--- src/rtl/pwm_fade_ctrl_pkg.sv ---
// Shared definitions for the PWM fade controller: state encoding and default width.
package pwm_fade_ctrl_pkg;

   // Default width of the period counter and of every duty/step/dwell quantity.
   localparam int CNT_W_DEF = 8;

   // Fade controller states.
   typedef enum logic [1:0] {
      ST_IDLE = 2'd0,
      ST_UP   = 2'd1,
      ST_DOWN = 2'd2
   } fade_state_t;

endpackage

--- src/rtl/pwm_fade_ctrl_step.sv ---
// Fade step engine: latches the effective step and dwell at fade start, counts
// dwell periods, and computes the saturated next duty in both directions.
module pwm_fade_step
   import pwm_fade_ctrl_pkg::*;
#(
   parameter int CNT_W = CNT_W_DEF
) (
   input  logic             pwm_clk,
   input  logic             rst_n,
   input  logic             load,       // fade accepted this cycle
   input  logic [CNT_W-1:0] step_in,    // raw step, 0 means 1
   input  logic [CNT_W-1:0] dwell_in,   // raw dwell, 0 means 1
   input  logic             active,     // controller is in UP or DOWN
   input  logic             tick,       // last cycle of a PWM period
   input  logic [CNT_W-1:0] duty,
   input  logic [CNT_W-1:0] ceil_val,   // upper bound for an up step
   input  logic [CNT_W-1:0] floor_val,  // lower bound for a down step
   output logic             update,     // apply a new duty on this edge
   output logic [CNT_W-1:0] duty_up,
   output logic [CNT_W-1:0] duty_dn
);

   localparam logic [CNT_W-1:0] ONE = CNT_W'(1);

   logic [CNT_W-1:0] step_q;
   logic [CNT_W-1:0] dwell_q;
   logic [CNT_W-1:0] dwell_cnt;
   logic [CNT_W-1:0] step_eff;
   logic [CNT_W-1:0] dwell_eff;
   logic [CNT_W:0]   up_sum;
   logic [CNT_W-1:0] dn_diff;

   assign step_eff  = (step_in  == '0) ? ONE : step_in;
   assign dwell_eff = (dwell_in == '0) ? ONE : dwell_in;

   // The dwell counter would reach 0 on this tick: update duty now and reload.
   assign update = active & tick & (dwell_cnt <= ONE);

   // Latch the fade configuration on start, then count down dwell periods.
   always_ff @(posedge pwm_clk or negedge rst_n) begin
      if (!rst_n) begin
         step_q    <= '0;
         dwell_q   <= '0;
         dwell_cnt <= '0;
      end else if (load) begin
         step_q    <= step_eff;
         dwell_q   <= dwell_eff;
         dwell_cnt <= dwell_eff;
      end else if (active && tick) begin
         if (dwell_cnt <= ONE) begin
            dwell_cnt <= dwell_q;
         end else begin
            dwell_cnt <= dwell_cnt - ONE;
         end
      end
   end

   // Saturating arithmetic: one bit wider going up, clamped at 0 going down.
   always_comb begin
      up_sum  = {1'b0, duty} + {1'b0, step_q};
      duty_up = (up_sum > {1'b0, ceil_val}) ? ceil_val : up_sum[CNT_W-1:0];
      dn_diff = (duty >= step_q) ? (duty - step_q) : '0;
      duty_dn = (dn_diff < floor_val) ? floor_val : dn_diff;
   end

endmodule

--- src/rtl/pwm_fade_ctrl.sv ---
// PWM generator with a fade controller that ramps the duty once to a target
// or breathes continuously between 0 and a peak.
module pwm_fade_ctrl
   import pwm_fade_ctrl_pkg::*;
#(
   parameter int CNT_W = CNT_W_DEF
) (
   input  logic             pwm_clk,
   input  logic             rst_n,
   input  logic             start,
   input  logic             stop,
   input  logic             mode,
   input  logic [CNT_W-1:0] target,
   input  logic [CNT_W-1:0] step,
   input  logic [CNT_W-1:0] dwell,
   output logic [CNT_W-1:0] duty,
   output logic             pwm_pin,
   output logic             period_tick,
   output logic             busy,
   output logic             done
);

   fade_state_t      state;
   logic [CNT_W-1:0] cnt;
   logic [CNT_W-1:0] target_q;
   logic             mode_q;
   logic [CNT_W-1:0] floor_val;
   logic             load;
   logic             update;
   logic [CNT_W-1:0] duty_up;
   logic [CNT_W-1:0] duty_dn;

   // Breathe mode always descends to 0; a single ramp down stops at the target.
   assign floor_val   = mode_q ? '0 : target_q;
   assign load        = (state == ST_IDLE) && start && !stop;
   assign period_tick = (cnt == '1);

   // Free-running period counter, wraps from all-ones to 0.
   always_ff @(posedge pwm_clk or negedge rst_n) begin
      if (!rst_n) begin
         cnt <= '0;
      end else begin
         cnt <= cnt + CNT_W'(1);
      end
   end

   // Registered compare: pwm_pin lags cnt by one cycle.
   always_ff @(posedge pwm_clk or negedge rst_n) begin
      if (!rst_n) begin
         pwm_pin <= 1'b0;
      end else begin
         pwm_pin <= (cnt < duty);
      end
   end

   pwm_fade_step #(
      .CNT_W (CNT_W)
   ) u_step (
      .pwm_clk   (pwm_clk),
      .rst_n     (rst_n),
      .load      (load),
      .step_in   (step),
      .dwell_in  (dwell),
      .active    (busy),
      .tick      (period_tick),
      .duty      (duty),
      .ceil_val  (target_q),
      .floor_val (floor_val),
      .update    (update),
      .duty_up   (duty_up),
      .duty_dn   (duty_dn)
   );

   // Fade FSM: owns duty, latched target/mode, busy and the done pulse; stop
   // has priority over any start or duty update in the same cycle.
   always_ff @(posedge pwm_clk or negedge rst_n) begin
      if (!rst_n) begin
         state    <= ST_IDLE;
         duty     <= '0;
         target_q <= '0;
         mode_q   <= 1'b0;
         busy     <= 1'b0;
         done     <= 1'b0;
      end else begin
         done <= 1'b0;
         case (state)
            ST_IDLE: begin
               if (start && !stop) begin
                  target_q <= target;
                  mode_q   <= mode;
                  if (target > duty) begin
                     state <= ST_UP;
                     busy  <= 1'b1;
                  end else if (target < duty) begin
                     state <= ST_DOWN;
                     busy  <= 1'b1;
                  end else if (!mode) begin
                     done <= 1'b1;
                  end else if (target == '0) begin
                     state <= ST_UP;
                     busy  <= 1'b1;
                  end else begin
                     state <= ST_DOWN;
                     busy  <= 1'b1;
                  end
               end
            end
            ST_UP: begin
               if (stop) begin
                  state <= ST_IDLE;
                  busy  <= 1'b0;
               end else if (update) begin
                  duty <= duty_up;
                  if (duty_up == target_q) begin
                     if (mode_q) begin
                        state <= ST_DOWN;
                     end else begin
                        state <= ST_IDLE;
                        busy  <= 1'b0;
                        done  <= 1'b1;
                     end
                  end
               end
            end
            ST_DOWN: begin
               if (stop) begin
                  state <= ST_IDLE;
                  busy  <= 1'b0;
               end else if (update) begin
                  duty <= duty_dn;
                  if (duty_dn == floor_val) begin
                     if (mode_q) begin
                        state <= ST_UP;
                     end else begin
                        state <= ST_IDLE;
                        busy  <= 1'b0;
                        done  <= 1'b1;
                     end
                  end
               end
            end
            default: begin
               state <= ST_IDLE;
               busy  <= 1'b0;
            end
         endcase
      end
   end

endmodule

--- config.mk ---
export PLATFORM = sky130hd
export DESIGN_NAME = pwm_fade_ctrl
export DESIGN_NICKNAME = d
export VERILOG_FILES = /design/src/rtl/pwm_fade_ctrl_pkg.sv /design/src/rtl/pwm_fade_ctrl_step.sv /design/src/rtl/pwm_fade_ctrl.sv
export SDC_FILE = /design/constraint.sdc
export NUM_CORES = 1
export LEC_CHECK = 0
export ABC_AREA = 1
export BUFFER_PORTS_ARGS = -buffer_cell sky130_fd_sc_hd__buf_4
export CAP_MARGIN = 20
export CORE_ASPECT_RATIO = 0.7
export CORE_MARGIN = 3
export CORE_UTILIZATION = 61
export CTS_BUF_LIST = sky130_fd_sc_hd__clkbuf_16
export CTS_CLUSTER_DIAMETER = 150
export DETAILED_ROUTE_END_ITERATION = 7
export PLACE_DENSITY = 0.81
export SYNTH_ARGS = -nofsm -noshare
export SYNTH_HDL_FRONTEND = slang
export SYNTH_SLANG_ARGS = --single-unit
--- constraint.sdc ---
create_clock -name pwm_clk -period 4.1 [get_ports pwm_clk]
set_clock_uncertainty 0.15 [all_clocks]
set_input_delay 0.41 -clock pwm_clk [delete_from_list [all_inputs] [get_ports pwm_clk]]
set_output_delay 0.41 -clock pwm_clk [all_outputs]
set_load 0.01 [all_outputs]
**Yosys cells after proc, flatten, opt, wreduce, memory -nomap -nowiden**

Index checks and enable logic that the tools add are counted.

- $add $sub $neg: 4
- $lt $le $gt $ge: 7
- Equality and inequality tests: 15
- Mux-type cells: 52
- Bitwise logic cells: 2
- Reduce and logical (&&, ||, !) cells: 14

Operators with widths:

| kind | count |
|---|---|
| 8-bit two-way mux | 13 |
| 8-bit logical NOT | 3 |
| 8-bit < comparator | 3 |
| 2-bit two-way mux | 12 |
| 1-bit two-way mux | 23 |
| 8-bit == test | 2 |
| 8-bit case mux with 2 select lines | 1 |
| 8-bit by 8-bit adder with 9-bit output | 1 |
| 9-bit by 8-bit > comparator with 1-bit output | 1 |
| 8-bit by 1-bit adder with 8-bit output (second input constant) | 1 |
| 8-bit == test (second input constant) | 1 |
| 8-bit >= comparator | 1 |
| 8-bit > comparator | 1 |
| 8-bit by 1-bit <= comparator with 1-bit output (second input constant) | 1 |
| 8-bit by 1-bit subtractor with 8-bit output (second input constant) | 1 |
| 8-bit subtractor | 1 |
| 2-bit by 1-bit != test with 1-bit output (second input constant) | 3 |
| 3-bit by 2-bit != test with 1-bit output (second input constant) | 2 |
| 3-bit != test (second input constant) | 2 |
| 1-bit case mux with 3 select lines | 2 |
| 2-bit case mux with 3 select lines | 1 |
| 6-bit AND reduction | 1 |
| 5-bit AND reduction | 1 |
| 1-bit logical AND | 4 |
| other kinds (9) | 12 |

- Register bits after elaboration: 54
- Input port bits: 29
- Output and inout bits: 12
- Logic and storage cells: 105

**Logic depth before layout (Yosys ltp)**

Gate-level depths: netlist (run 1).

- Depth after elaboration: 9
- Depth in mapped cells: 30
- Depth with buffers taken out: 28

**Modules after synthesis**

A second synthesis (run 1) with hierarchy kept.

- Cell total of the unflattened synthesis: 658
- Area, all modules: 4789.6 um^2

By module, submodules not included:

| module | instances | cells an instance | area each (um^2) | sequential area each (um^2) |
|---|---|---|---|---|
| pwm_fade_step | 1 | 370 | 2612.5 | 600.6 |
| pwm_fade_ctrl | 1 | 288 | 2177.1 | 750.7 |

**Worst setup path after synthesis (run 1)**

OpenSTA, ideal clock, no wires.

- Path kind: register to register
- Start point: register duty[0]
- End point: register busy
- Library setup time: 117 ps
- Arrival: 3108 ps
- Required time: 3833 ps
- Setup slack: 725 ps
- Stages on the path, launching flop included: 23
- Buffers on the path: 1
- Period minus slack after synthesis: 3375 ps
- Path through: dfrtp_1 inv_1 ha_1 fa_1 o21ai_1 a31oi_1 or2_1 nand3_1 inv_1 ha_1 nand2_1 nor2_1 a211oi_1 nand2_2 buf_6 nand2_1 inv_1 nor2_2 nand2_2 nand2_4 nand3_2 nand2_1 nand2_1

- Word-level cells in the longest chain between the ends: 7
- Elaborated cells between the ends (all ways): 20
- Those cells by class: add/sub (2); order compare (5); eq/ne (5); mux (7); reduce/logical (1)

Ends and longest elaborated chain:

| element | line | RTL |
|---|---|---|
| start: declaration | pwm_fade_ctrl.sv:16 | `output logic [CNT_W-1:0] duty,` |
| start signal: assignment | pwm_fade_ctrl.sv:113 | `duty <= duty_up;` |
| start signal: assignment | pwm_fade_ctrl.sv:130 | `duty <= duty_dn;` |
| 8-bit subtractor / 8-bit >= comparator (equally long branches) | pwm_fade_ctrl_step.sv:62 | `dn_diff = (duty >= step_q) ? (duty - step_q) : '0;` |
| 8-bit two-way mux | pwm_fade_ctrl_step.sv:62 |  |
| 8-bit < comparator | pwm_fade_ctrl_step.sv:63 | `duty_dn = (dn_diff < floor_val) ? floor_val : dn_diff;` |
| 8-bit two-way mux | pwm_fade_ctrl_step.sv:63 |  |
| 8-bit == test | pwm_fade_ctrl.sv:131 | `if (duty_dn == floor_val) begin` |
| 3-bit != test (no line) | - |  |
| 6-bit AND reduction (no line) | - |  |
| end signal: assignment | pwm_fade_ctrl.sv:128 | `busy <= 1'b0;` |
| end signal: assignment | pwm_fade_ctrl.sv:136 | `busy <= 1'b0;` |
| end signal: assignment | pwm_fade_ctrl.sv:144 | `busy <= 1'b0;` |
| end: declaration | pwm_fade_ctrl.sv:19 | `output logic busy,` |

Several ways; a longest one is shown, not always the timed one. The select of a mux whose other input is x is not followed.
A chain may end at the register's enable or synchronous reset.

**Worst setup path in the final report (run 1)**

- Start point: register duty[0]
- End point: register duty[6]

- Word-level cells in the longest chain between the ends: 7
- Elaborated cells between the ends (all ways): 13
- Those cells by class: add/sub (2); order compare (3); mux (8)

Ends and longest elaborated chain:

| element | line | RTL |
|---|---|---|
| 8-bit subtractor / 8-bit >= comparator (equally long branches) | pwm_fade_ctrl_step.sv:62 |  |
| 8-bit two-way mux | pwm_fade_ctrl_step.sv:62 |  |
| 8-bit < comparator | pwm_fade_ctrl_step.sv:63 |  |
| 8-bit two-way mux | pwm_fade_ctrl_step.sv:63 |  |
| 8-bit two-way mux | pwm_fade_ctrl.sv:129 | `end else if (update) begin` |
| 8-bit two-way mux | pwm_fade_ctrl.sv:126 | `if (stop) begin` |
| 8-bit case mux with 2 select lines (*) | pwm_fade_ctrl.sv:86 | `case (state)` |

Mark *: on every way between the ends. The rest lies on a longest branch, timed or not. The select of a mux whose other input is x is not followed.

==> flow_summary_export.csv, run 1 <==
group,metric,value,unit
setup_path,critical_path_arrival,3.90,ns
timing,slew_violations,0,
synthesis,syn_inst,660,
placement,io_buffers,40,
drt,wl,13280,um
setup_path,worstRegToRegCells,17,
cells_and_area,area_delta_synth_final,12.68,%
grt,overflow,0,
setup_path,crit_top_cell,"nand2_1",
hold_path,min_path_type,"in2async",
synthesis,ys_types,40,
synthesis,ys_async_sr_fraction,1.000,
floorplanning,rows,26,
setup_path,path_buf_inv,2,
power,ir_drop,573.4,uV
drt,drt-initial-drc-count,450,
timing,rsz0062_at_grt,"no",
setup_path,cp_max_fo,10,
setup_path,critical-path-top-delay-family,"simple AND/OR/NAND/NOR gates",
setup_path,critPathKind,"reg2reg",
setup_path,crit_chain,"inv_1, ha_1, fa_1, o21ai_1, a31oi_1, or2_1, nand3_1, inv_1, ha_1, nand2_1, nor2_1, a211oi_2, nand2_1, nand2_1, o211ai_1, nand3_1, o21ai_1",
setup_path,worst_setup_path_start_kind,"flop",
drt,drtPass1Iterations,5,
clocking,clockBufferDepth,2,
grt,grt_usage,0.3021,
clocking,cts-root-buf,"clkbuf_16",
floorplanning,ios,41,
power,power.density,825.3,mW/mm^2
synthesis,netlist_area,0.004686,mm^2
grt,grt_first_pass_wirelength,20980,um
timing,slew_headroom,0.5255,
grt,antenna_found_initial,1,
placement,hpwl,10410,um
synthesis,ys.flop_type,"dfrtp_1",
job,drv_cap,0,
drt,drc,0,
timing,worstMarginPinSlew,0.7117,ns
floorplanning,die_area,0.008786,mm^2
floorplanning,die_x,110.8,um
power,leakage,2.758,nW
floorplanning,core_area,0.007385,mm^2
setup_path,crit_slowest_cell,"fa_1",
synthesis,synth_seq_area_share,0.2884,
cells_and_area,layout_common_cells,"nand2_1 (148), inv_1 (104), dfrtp_1 (54)",
synthesis,yosys_warnings,0,
cells_and_area,n_antenna_cell,0,
synthesis,synth_nets,744,
synthesis,synth_seq_cells,54,
grt,grt_pass1_vias,4114,
clocking,clock-sinks,54,
floorplanning,die_h,79.33,um
clocking,cts_buffers,5,
drt,vias_per_cell,5.849,
setup_path,ff2ff_setup_slack,0.22,ns
placement,dp_worst_setup_slack,0.2012,ns
timing,fin_setup_tns,0,ns
timing,period_needed,3.875,ns
synthesis,synth_edf_count,0,
clocking,htree_levels,2,
placement,place.gp.congestion,1.031,
clocking,cts_tree,"yes",
setup_path,critPathMaxStageDelay,0.44,ns
clocking,cts_hold_buf,0,
drt,wire_per_inst,16.72,um
drt,antenna_left,0,
cells_and_area,layout_commonest_cell,"nand2_1",
cells_and_area,final_nets,779,
timing,hold_violations,0,
timing,finalCritPeriodShare,0.9452,
setup_path,r2r_end,"duty[6]$_DFFE_PN0P_",
clocking,clk_latency,0.30,ns
setup_path,r2r-start,"duty[0]$_DFFE_PN0P_",
drt,routed-via-count,4644,
timing,fmax,0.2581,GHz
status,outcome,"complete, no violations",
synthesis,syn_area_per_cell,7.100,um^2
cells_and_area,filler_cell_count,629,
cells_and_area,drive_gt1_frac,0.1250,
setup_path,end_kind,"flop",
grt,grt_max_degree,55,
setup_path,cp.required,4.13,ns
timing,layout_setup_ws,0.2248,ns
floorplanning,initial_core_util,0.6345,
timing,setup_viol,0,
clocking,clk_pin_slew,0.08,ns
## metrics by stage
step           instances  hold WS [ns]    util  power, W  area, um^2
2_1_floorplan        660      -0.03559       -  0.003077        4686
3_3_place_gp         784        0.3058  0.6842  0.003568        5052
3_5_place_dp         784        0.3101  0.6842  0.003653        5052
4_1_cts              792       0.03128  0.7076  0.004171        5225
5_1_grt              794       0.04706  0.7150  0.004745        5280
6_report             794      0.008770  0.7150  0.004358        5280
## synthesized netlist by cell type, types with 3 or more instances
library cell	number	area [um^2]
nand2_4	4	45.04
o21ai_0	49	245.2
o221ai_1	3	26.28
nand2_2	6	37.54
nor3_1	21	105.1
nor4_1	5	31.28
a31oi_1	5	31.28
buf_2	3	15.01
nand2_1	148	555.5
dfrtp_1	54	1351
ha_1	53	663.1
inv_1	104	390.4
xor2_1	14	122.6
nand4_1	9	56.30
o211ai_1	13	97.59
o22ai_1	5	31.28
nor2_1	52	195.2
nand3_2	5	50.05
clkbuf_1	9	33.78
a21oi_1	26	130.1
o21ai_1	5	25.02
buf_4	5	37.54
nand3_1	35	175.2
nor2_2	4	25.02
## state kept, by name, summed over array words and instances (netlist names), 2 cells and up
register	cells
duty	8
state	2
u_step.dwell_cnt	8
target_q	8
cnt	8
u_step.step_q	8
u_step.dwell_q	8
## report_power, final
part	total (W)	leakage, nW	switching [W]	internal, W
clock	0.000506	0.0844	0.000214	0.000292
sequential	0.000869	0.670	0.000159	0.000710
combinational	0.00298	2.00	0.00196	0.00103
## what timing repair did
item / 4_1_cts / 5_1_grt
endpoints found under the hold margin: 0 / 0
buffers inserted: 0 / 0
setup endpoints to repair: 0 / 7
gates resized for setup: 0 / 9
## worst max path at each step
| stage | slack (ns) | depth (start not counted) | from | end |
|---|---|---|---|---|
| 2_1_floorplan | 0.73 | 22 | duty[0]$_DFFE_PN0P_ | busy$_DFFE_PN0P_ |
| 3_3_place_gp | 0.29 | 27 | duty[2]$_DFFE_PN0P_ | busy$_DFFE_PN0P_ |
| 3_5_place_dp | 0.20 | 27 | duty[2]$_DFFE_PN0P_ | state[0]$_DFFE_PN0P_ |
| 4_1_cts | 0.19 | 27 | duty[2]$_DFFE_PN0P_ | state[0]$_DFFE_PN0P_ |
| 5_1_grt | 0.01 | 26 | duty[0]$_DFFE_PN0P_ | state[0]$_DFFE_PN0P_ |
| 6_report | 0.22 | 17 | duty[0]$_DFFE_PN0P_ | duty[6]$_DFFE_PN0P_ |
## worst reg2reg max path: cells and delay by family, from the launching register on
family | cells | cell delay [ns]
simple gates | 7 | 1.15
fa+ha+maj | 3 | 1.01
compound gates | 5 | 0.86
flops | 1 | 0.41
buf+inv | 2 | 0.17
## final cells by class
class                   instances  area, um^2  share of cell area
multi-input cells             481        2878              0.5450
flip-flops and latches         54        1351              0.2559
inverters                     108       405.4             0.07678
repair buffers                 45       350.3             0.06635
clock buffers                   5       125.1             0.02370
well taps                      98       122.6             0.02322
clock inverters                 3       47.55            0.009005
## per-layer routing
metal  share of wire  GRT usage  vias up
met2            0.42     0.4383      238
li1                -          -     2224
met5         0.00053          0        -
met3           0.098    0.06626       13
met1            0.47     0.4586     2167
met4          0.0057    0.06519        2
## cell families after synthesis
logic type,share of synthesized area
xor+xnor,0.02991
simple gates,0.2846
buf+inv,0.1097
flops,0.2884
fa+ha+maj,0.1501
compound gates,0.1373
Note: power is estimated with default switching activity, not from simulation.
==> run 2: changes to the inputs <==
Settings changed: CORE_MARGIN 3 to not set.
==> run 2 against run 1 <==
The run now ends with negative hold slack left. Sequential share of layout area shrank 0.073 points. Critical path depth grew 7. Wire length increased by 0.99%. Setup slack better by 0.024 ns. Global-route usage up 3.8 points. Non-clock buffer count rose by 5. Clock power fell by 11%. Power is 1.4% higher. Die area decreased by 8.5%. Flip-flop and latch count unchanged. Hold slack got worse by 0.012 ns.
==> flow_summary_export.csv, run 2 (synthesized netlist as in run 1, its figures left out) <==
group,metric,value,unit
status,outcome,"finished with violations",
status,violations,"negative hold slack",
timing,layout_setup_ws,0.2489,ns
clocking,clock-sinks,54,
power,power.internal,0.002064,W
timing,fmax,0.2597,GHz
cells_and_area,final_nets,784,
power,p_sw,0.002354,W
clocking,clk_pin_slew,0.08,ns
clocking,cts_hold_buf,0,
floorplanning,ios,41,
power,swShare,0.5328,
grt,grt_first_pass_wirelength,20980,um
job,drv_cap,0,
power,power.density,833.7,mW/mm^2
timing,finalCritPeriodShare,0.9393,
cells_and_area,postLayoutCoreUtil,0.7209,
placement,dp_worst_setup_slack,0.1262,ns
clocking,htree_levels,2,
placement,hpwl,10430,um
cells_and_area,multi_input_comb_area,0.002878,mm^2
setup_path,cp_max_fo,9,
placement,io_buffers,40,
setup_path,worst_setup_path_start_kind,"flop",
floorplanning,die_h,75.33,um
cells_and_area,layout_commonest_cell,"nand2_1",
setup_path,end_kind,"flop",
timing,holdWs,-0.003050,ns
grt,grt_pass1_vias,4193,
cells_and_area,layout_common_cells,"nand2_1 (149), inv_1 (104), dfrtp_1 (53)",
drt,top_layer_used,"met4",
setup_path,critical_path_arrival,3.90,ns
drt,antenna_left,0,
drt,drtPass1Iterations,5,
floorplanning,die_x,106.8,um
cells_and_area,drive_gt1_frac,0.1355,
floorplanning,die_area,0.008042,mm^2
power,p_comb_frac,0.701,
cells_and_area,area_delta_synth_final,13.11,%
clocking,cts-root-buf,"clkbuf_16",
drt,met3_length,1414,um
placement,place.gp.congestion,1.011,
drt,routed-via-count,4668,
cells_and_area,n_antenna_cell,0,
timing,fin_setup_tns,0,ns
drt,drt-met1-wl,6154,um
cells_and_area,fin_area,0.005300,mm^2
cells_and_area,filler_cell_count,611,
grt,grt_usage,0.3402,
drt,drc,0,
setup_path,cp.required,4.15,ns
power,ir_drop,591.2,uV
floorplanning,initial_core_util,0.6373,
drt,wire_per_inst,16.78,um
floorplanning,rows,26,
placement,place_area,0.005040,mm^2
timing,slew_headroom,0.5204,
power,power.share.clock,0.102,
timing,worstMarginPinSlew,0.7193,ns
cells_and_area,seqCellArea,0.001353,mm^2
clocking,clockBufferDepth,2,
grt,grt_max_degree,55,
timing,slew_violations,0,
drt,vias_per_cell,5.842,
clocking,cts_tree,"yes",
power,leakage,2.766,nW
clocking,clk_latency,0.30,ns
clocking,cts_buffers,5,
timing,setup_viol,0,
grt,overflow,0,
timing,hold_violations,2,
drt,drt-initial-drc-count,586,
hold_path,min_path_type,"in2async",
drt,dr_wl_met2,5646,um
drt,wl,13410,um
power,power_frac_seq,0.197,
grt,antenna_found_initial,0,
timing,period_needed,3.851,ns
setup_path,critPathKind,"reg2reg",
floorplanning,core_area,0.007352,mm^2
run 2: worst paths after layout:
path / start / endpoint / slack (ns) / depth (start not counted)
worst max-delay path: duty[0]$_DFFE_PN0P_ / state[1]$_DFFE_PN0P_ / 0.25 / 24
worst min-delay path: rst_n / duty[4]$_DFFE_PN0P_ / -0.003 / 1
worst max register to register: duty[0]$_DFFE_PN0P_ / state[1]$_DFFE_PN0P_ / 0.25 / 24
worst min register to register: u_step.dwell_q[0]$_DFFE_PN0P_ / u_step.dwell_q[0]$_DFFE_PN0P_ / 0.32 / 2
max in group asynchronous: rst_n / u_step.step_q[1]$_DFFE_PN0P_ / 3.26 / 1
min in group pwm_clk: step[6] / u_step.step_q[6]$_DFFE_PN0P_ / 0.18 / 3
run 2: layout make-up:
type                            instances  share of cell area
Multi-Input combinational cell        481              0.5430
Sequential cell                        54              0.2552
Inverter                              108             0.07649
Timing Repair Buffer                   50             0.07318
Clock buffer                            5             0.02361
Tap cell                               98             0.02314
Clock inverter                          3            0.005430
run 2: critical path, cell delays in order, from the launching register on:
cell,delay [ns]
dfrtp_1,0.41
inv_1,0.07
ha_1,0.23
fa_1,0.44
inv_1,0.09
nand2_1,0.05
nand2_1,0.07
nand3_2,0.08
nand3_4,0.16
nand3_1,0.18
inv_1,0.14
ha_1,0.27
a21oi_1,0.15
nor2_1,0.07
a211oi_2,0.19
buf_4,0.16
nand2_1,0.13
nand3_2,0.09
nand2_1,0.06
nor2_2,0.13
nand2_2,0.10
nand2_4,0.09
nand3_2,0.09
nand2_1,0.07
nand2_1,0.05
run 2: stage by stage:
step | std cells | power (W)
global placement | 784 | 0.003518
finish | 799 | 0.004418
CTS | 792 | 0.004104
global route | 799 | 0.004827
floorplan | 660 | 0.003077
detailed placement | 784 | 0.003641
run 2: power groups by stage:
stage | Combinational [W] | Clock (W) | Sequential (W)
2_1_floorplan | 0.00225 | 0 | 0.000827
6_report | 0.00310 | 0.000450 | 0.000870
3_3_place_gp | 0.00265 | 0 | 0.000865
5_1_grt | 0.00346 | 0.000471 | 0.000893
4_1_cts | 0.00279 | 0.000453 | 0.000863
3_5_place_dp | 0.00277 | 0 | 0.000873
run 2: metal layers:
metal,up-vias,global-route usage
li1,2230,-
met1,2160,0.5138
met3,26,0.05389
met2,252,0.5176
met5,-,0
met4,0,0.07154
run 2: what timing repair did:
action                                  in CTS  in global routing
hold endpoints to repair                     0                  0
resized for setup                            0                 15
setup buffers                                0                  5
endpoints found under the setup margin       0                  8
